File: src/rtl/score_display.sv
// score_display: per-frame score snapshot rendered as blinking two-digit segment glyphs.
module score_display #(
  parameter logic [8:0] P1_X        = 9'd136,
  parameter logic [8:0] P2_X        = 9'd264,
  parameter logic [8:0] SCORE_Y     = 9'd16,
  parameter logic [8:0] DIGIT_SPACE = 9'd24,
  parameter int         BLINK_LOG2  = 5
) (
  input  logic       clk7_159,
  input  logic       rst,
  input  logic       pix_ce,
  input  logic [8:0] hcnt,
  input  logic [8:0] vcnt,
  input  logic       vblank,
  input  logic       s1a,
  input  logic       s1b,
  input  logic       s1c,
  input  logic       s1d,
  input  logic       s1e,
  input  logic       s2a,
  input  logic       s2b,
  input  logic       s2c,
  input  logic       s2d,
  input  logic       s2e,
  input  logic       game_over,
  output logic       score_vid
);
  logic [4:0] snap1_q, snap2_q;
  logic [BLINK_LOG2-1:0] frame_cnt_q;
  logic vblank_q, vb_edge, blank;
  logic [8:0] cx [4];
  logic [8:0] dx [4];
  logic [8:0] dy;
  logic hit_d, hit_q, tens_d, tens_q;
  logic [3:0] dig_d, dig_q;
  logic [1:0] col_d, col_q;
  logic [2:0] row_d, row_q;
  logic [6:0] seg;
  logic on, score_vid_d, score_vid_q;
  assign vb_edge = vblank & ~vblank_q;
  assign blank = game_over & frame_cnt_q[BLINK_LOG2-1];
  assign dy = vcnt - SCORE_Y;
  assign row_d = dy[4:2];
  always_comb begin
    cx[0] = P1_X;
    cx[1] = P1_X + DIGIT_SPACE;
    cx[2] = P2_X;
    cx[3] = P2_X + DIGIT_SPACE;
    hit_d = 1'b0;
    tens_d = 1'b0;
    dig_d = 4'd0;
    col_d = 2'd0;
    for (int i = 0; i < 4; i++) begin
      dx[i] = hcnt - cx[i];
      if (dx[i] < 9'd16) begin
        hit_d = dy < 9'd32;
        tens_d = ~i[0];
        dig_d = i[1] ? (i[0] ? snap2_q[3:0] : {3'b0, snap2_q[4]})
                     : (i[0] ? snap1_q[3:0] : {3'b0, snap1_q[4]});
        col_d = dx[i][3:2];
      end
    end
  end
  // seg bit 0..6 = segments a..g
  always_comb begin
    seg = 7'h00;
    if (tens_q) seg = dig_q[0] ? 7'h06 : 7'h00;
    else
      case (dig_q)
        4'd0: seg = 7'h3F;
        4'd1: seg = 7'h06;
        4'd2: seg = 7'h5B;
        4'd3: seg = 7'h4F;
        4'd4: seg = 7'h66;
        4'd5: seg = 7'h6D;
        4'd6: seg = 7'h7D;
        4'd7: seg = 7'h07;
        4'd8: seg = 7'h7F;
        4'd9: seg = 7'h6F;
        default: seg = 7'h00;
      endcase
  end
  assign on = (seg[0] & row_q == 3'd0) | (seg[1] & col_q == 2'd3 & row_q <= 3'd3)
            | (seg[2] & col_q == 2'd3 & row_q >= 3'd3) | (seg[3] & row_q == 3'd7)
            | (seg[4] & col_q == 2'd0 & row_q >= 3'd3) | (seg[5] & col_q == 2'd0 & row_q <= 3'd3)
            | (seg[6] & row_q == 3'd3);
  assign score_vid_d = hit_q & on & ~blank;
  always_ff @(posedge clk7_159) begin
    if (rst) begin
      snap1_q <= '0;
      snap2_q <= '0;
      frame_cnt_q <= '0;
      vblank_q <= 1'b0;
      hit_q <= 1'b0;
      tens_q <= 1'b0;
      dig_q <= '0;
      col_q <= '0;
      row_q <= '0;
      score_vid_q <= 1'b0;
    end else if (pix_ce) begin
      vblank_q <= vblank;
      if (vb_edge) begin
        snap1_q <= {s1e, s1d, s1c, s1b, s1a};
        snap2_q <= {s2e, s2d, s2c, s2b, s2a};
      end
      frame_cnt_q <= game_over ? frame_cnt_q + {{(BLINK_LOG2-1){1'b0}}, vb_edge} : '0;
      hit_q <= hit_d;
      tens_q <= tens_d;
      dig_q <= dig_d;
      col_q <= col_d;
      row_q <= row_d;
      score_vid_q <= score_vid_d;
    end
  end
  assign score_vid = score_vid_q;
endmodule

File: config.mk
export PLATFORM = sky130hd
export DESIGN_NAME = score_display
export DESIGN_NICKNAME = d
export VERILOG_FILES = /design/src/rtl/score_display.sv
export SDC_FILE = /design/constraint.sdc
export NUM_CORES = 1
export LEC_CHECK = 0
export CORE_MARGIN = 1
export CORE_UTILIZATION = 59
export CTS_BUF_LIST = sky130_fd_sc_hd__clkbuf_2 sky130_fd_sc_hd__clkbuf_4 sky130_fd_sc_hd__clkbuf_8
export DETAILED_ROUTE_END_ITERATION = 8
export DONT_BUFFER_PORTS = 1
export PLACE_DENSITY = 0.87
export SYNTH_ARGS = -nofsm -noshare
export SYNTH_HDL_FRONTEND = slang
export SYNTH_SLANG_ARGS = --single-unit
File: constraint.sdc
create_clock -name clk7_159 -period 2.46 [get_ports clk7_159]
set_clock_uncertainty 0.1 [all_clocks]
set_input_delay 0.369 -clock clk7_159 [delete_from_list [all_inputs] [get_ports clk7_159]]
set_output_delay 0.369 -clock clk7_159 [all_outputs]
set_load 0.03 [all_outputs]
==> flow_metrics.env <==
export IMPL_run_status="completed"
export IMPL_coreArea_um2=3100
export IMPL_synth_adder_area_share_pct=6.34
export IMPL_number_of_core_rows=20
export IMPL_period_share_pct=88.9
export IMPL_synthDistinctLibCells=56
export IMPL_dieHeight_um=59.9
export IMPL_dominant_combinational_cell_family_by_area_after_synthesis="simple AND/OR/NAND/NOR gates"
export IMPL_cp_top_family="simple AND/OR/NAND/NOR gates"
export IMPL_worstPathRequired_ps=2600
export IMPL_ys_seq_elements=35
export IMPL_die_area_um2=3580
export IMPL_post_cts_resized_instances=0
export IMPL_clk_insertion_delay_late_ps=340
export IMPL_detailroute_via_count=1667
export IMPL_async_flop_share_pct=0
export IMPL_synth_net_count=279
export IMPL_routabilityCongestion=0.889
export IMPL_clk_path_buf_depth=2
export IMPL_io_buffer_count=0
export IMPL_highest_clock_frequency_the_design_can_meet_ghz=0.457
export IMPL_clk_tree_root_cell="sky130_fd_sc_hd__clkbuf_4"
export IMPL_post_synth_inst_count=236
export IMPL_cell_leakage_power_nw=0.862
export IMPL_regToRegSetupSlack_ps=270
export IMPL_layout_drive_gt1_share_pct=12.8
export IMPL_power_density_nw_per_um2=570
export IMPL_critical_path_max_fanout=3
export IMPL_cts_tree="built"
export IMPL_drt_total_wl_um=4050
export IMPL_reg2regPathDepth=9
export IMPL_grt_antenna_before_repair=0
export IMPL_crit_path_cell_trace="nor2b_1, or2_2, a32oi_1, nand4_1, and3_4, buf_4, ha_1, nor3_1, o21ai_0"
export IMPL_ys_warn_count=0
export IMPL_via_per_inst=5.83
export IMPL_htreeDepth=2
export IMPL_synth_avg_cell_area_um2=8.37
export IMPL_most_common_layout_cells="sky130_fd_sc_hd__dfxtp_1, sky130_fd_sc_hd__nand2_1, sky130_fd_sc_hd__a21oi_1"
export IMPL_drc=0
export IMPL_wire_length_of_the_first_global_routing_pass_um=6570
export IMPL_startpoint_class="register"
export IMPL_final_net_count=284
export IMPL_dieWidth_um=59.9
export IMPL_max_slew_margin_pct=37.4
export IMPL_maximum_number_of_pins_on_one_net_before_global_route_repair=32
export IMPL_final_worst_path_period_need_ps=2190
export IMPL_critical_path_slowest_cell="sky130_fd_sc_hd__dfxtp_1"
export IMPL_wl_per_cell_um=14.2
export IMPL_number_of_cts_inserted_buffers=5
export IMPL_power_w=0.00123
export IMPL_drtPass1Iterations=4
export IMPL_worst_r2r_startpoint="dig_q[0]"
export IMPL_initial_utilization_pct=63.6
export IMPL_post_cts_setup_buffer_count=0
export IMPL_drt_first_iter_violations=83
export IMPL_num_clock_sinks=35
export IMPL_setup_viol=0
export IMPL_timing_setup_tns_ps=0
export IMPL_crit_path_start="dig_q[0]"
export IMPL_grt_setup_unrepaired="no"
export IMPL_synth_area_mux_share_pct=3.17
export IMPL_worst_setup_path_type="register to register"
export IMPL_synth_area_in_compound_gates_pct=22.8
export IMPL_maxCapViolations=0
export IMPL_bufs_and_invs_on_worst_path=1
export IMPL_setup_worst_path_end_class="register"
export IMPL_vdd_ir_drop_max_v=0.000423
export IMPL_tightest_slew_ps=936
export IMPL_n_antenna_cell=0
export IMPL_cts_hold_buf=1
export IMPL_synth_area_um2=1970
export IMPL_synthXorXnorAreaFrac_pct=1.33
export IMPL_timing_critical_path_arrival_ps=2320
export IMPL_synthSimpleGateAreaFrac_pct=26.0
export IMPL_area_growth_synth_to_finish_pct=8.94
export IMPL_synth_seq_area_share_pct=35.5
export IMPL_io_pins=34
export IMPL_number_of_flops_mapped_to_enable_cells_by_yosys=0
export IMPL_final_max_slew_viol_count=0
export IMPL_postRouteAntennaNets=0
export IMPL_grt_remaining_overflow=0
export IMPL_layout_cells_most_common="sky130_fd_sc_hd__dfxtp_1"
export IMPL_hpwlAfterDp_um=2800
export IMPL_cts_clk_slew_worst_paths_ps=110
export IMPL_grt_util_all_layers_pct=25.2
export IMPL_cp_slowest_stage_delay_ps=350
export IMPL_first_global_vias=1547
export IMPL_finalHoldViolations=0
export IMPL_crit_cells=9
export IMPL_dominantRegCellSynth="sky130_fd_sc_hd__dfxtp_1"
export IMPL_hold_path_class="input pin to register"
-- cells in the mapped netlist, types with 3 or more instances --
| library cell | count | area [um2] |
|---|---|---|
| sky130_fd_sc_hd__inv_1 | 11 | 41.3 |
| sky130_fd_sc_hd__o21ai_1 | 3 | 15.0 |
| sky130_fd_sc_hd__and3_1 | 4 | 25.0 |
| sky130_fd_sc_hd__ha_1 | 10 | 125 |
| sky130_fd_sc_hd__xor2_1 | 3 | 26.3 |
| sky130_fd_sc_hd__nand4_1 | 4 | 25.0 |
| sky130_fd_sc_hd__mux2i_1 | 4 | 40.0 |
| sky130_fd_sc_hd__dfxtp_1 | 35 | 701 |
| sky130_fd_sc_hd__a21oi_1 | 20 | 100 |
| sky130_fd_sc_hd__o21ai_0 | 12 | 60.1 |
| sky130_fd_sc_hd__nand2_1 | 26 | 97.6 |
| sky130_fd_sc_hd__clkbuf_1 | 4 | 15.0 |
| sky130_fd_sc_hd__nor2_1 | 18 | 67.6 |
| sky130_fd_sc_hd__and2_1 | 4 | 25.0 |
| sky130_fd_sc_hd__nor3_1 | 5 | 25.0 |
| sky130_fd_sc_hd__nor2b_1 | 4 | 25.0 |
| sky130_fd_sc_hd__nand3_1 | 18 | 90.1 |
-- cell type report --
cell class	count	area (um2)
clock buffer	5	37.5
clock inverter	3	67.6
fill	266	952
inverter	12	45.0
multi-input combinational	179	1180
sequential	35	701
tap	44	55.1
timing repair buffer	8	67.6
-- power breakdown --
part / leakage, nW / total, W / switching, W / internal (W)
sequential: 0.284 / 0.000594 / 0.0000125 / 0.000582
combinational: 0.526 / 0.000118 / 0.0000627 / 0.0000551
clock: 0.0514 / 0.000514 / 0.000198 / 0.000316
-- logic make-up (layout without fill, tap and decap cells) --
logic type,Yosys count,count (layout)
multiplexers,6,6
AND/OR/NAND/NOR,98,98
adder cells (fa/ha/maj),10,10
flip-flops,35,35
AO/OA/AOI/OAI,62,62
XOR/XNOR,3,3
buffers and inverters,22,28
-- per-stage QoR --
step	cells	setup WS (ps)	instance area, um2	hold slack [ps]	util [%]
after global routing	286	106	2150	9.58	69.3
after CTS	284	289	2130	0.00797	68.7
final	286	274	2150	19.0	69.3
after floorplan	236	4.54	1970	336	-
after global placement	275	12.2	2020	339	65.0
after detailed placement	275	-38.6	2020	344	65.0
-- per-layer routing --
| layer | routed length (um) | global-route usage [%] | vias to the layer above |
|---|---|---|---|
| li1 | - | - | 855 |
| met1 | 1830 | 29.4 | 767 |
| met4 | 65 | 11.3 | 0 |
| met5 | 0 | 0 | - |
| met2 | 1980 | 43.8 | 38 |
| met3 | 170 | 5.63 | 7 |
-- how the worst min path moves through the flow --
| stage | startpoint | endpoint | cells after the start |
|---|---|---|---|
| 4_1_cts | pix_ce | row_q[2] | 1 |
| 3_3_place_gp | snap2_q[0] | snap2_q[0] | 2 |
| 3_5_place_dp | snap1_q[3] | snap1_q[3] | 2 |
| 2_1_floorplan | snap1_q[1] | snap1_q[1] | 2 |
| 6_report | rst | score_vid | 1 |
| 5_1_grt | rst | score_vid | 1 |
-- worst register-to-register path: stages, from the launching register on --
cell and delay (ps):
sky130_fd_sc_hd__dfxtp_1 350, sky130_fd_sc_hd__nor2b_1 150, sky130_fd_sc_hd__or2_2 300, sky130_fd_sc_hd__a32oi_1 150, sky130_fd_sc_hd__nand4_1 140, sky130_fd_sc_hd__and3_4 180, sky130_fd_sc_hd__buf_4 130, sky130_fd_sc_hd__ha_1 300
sky130_fd_sc_hd__nor3_1 180, sky130_fd_sc_hd__o21ai_0 90
Note: power is estimated with default switching activity, not from simulation.
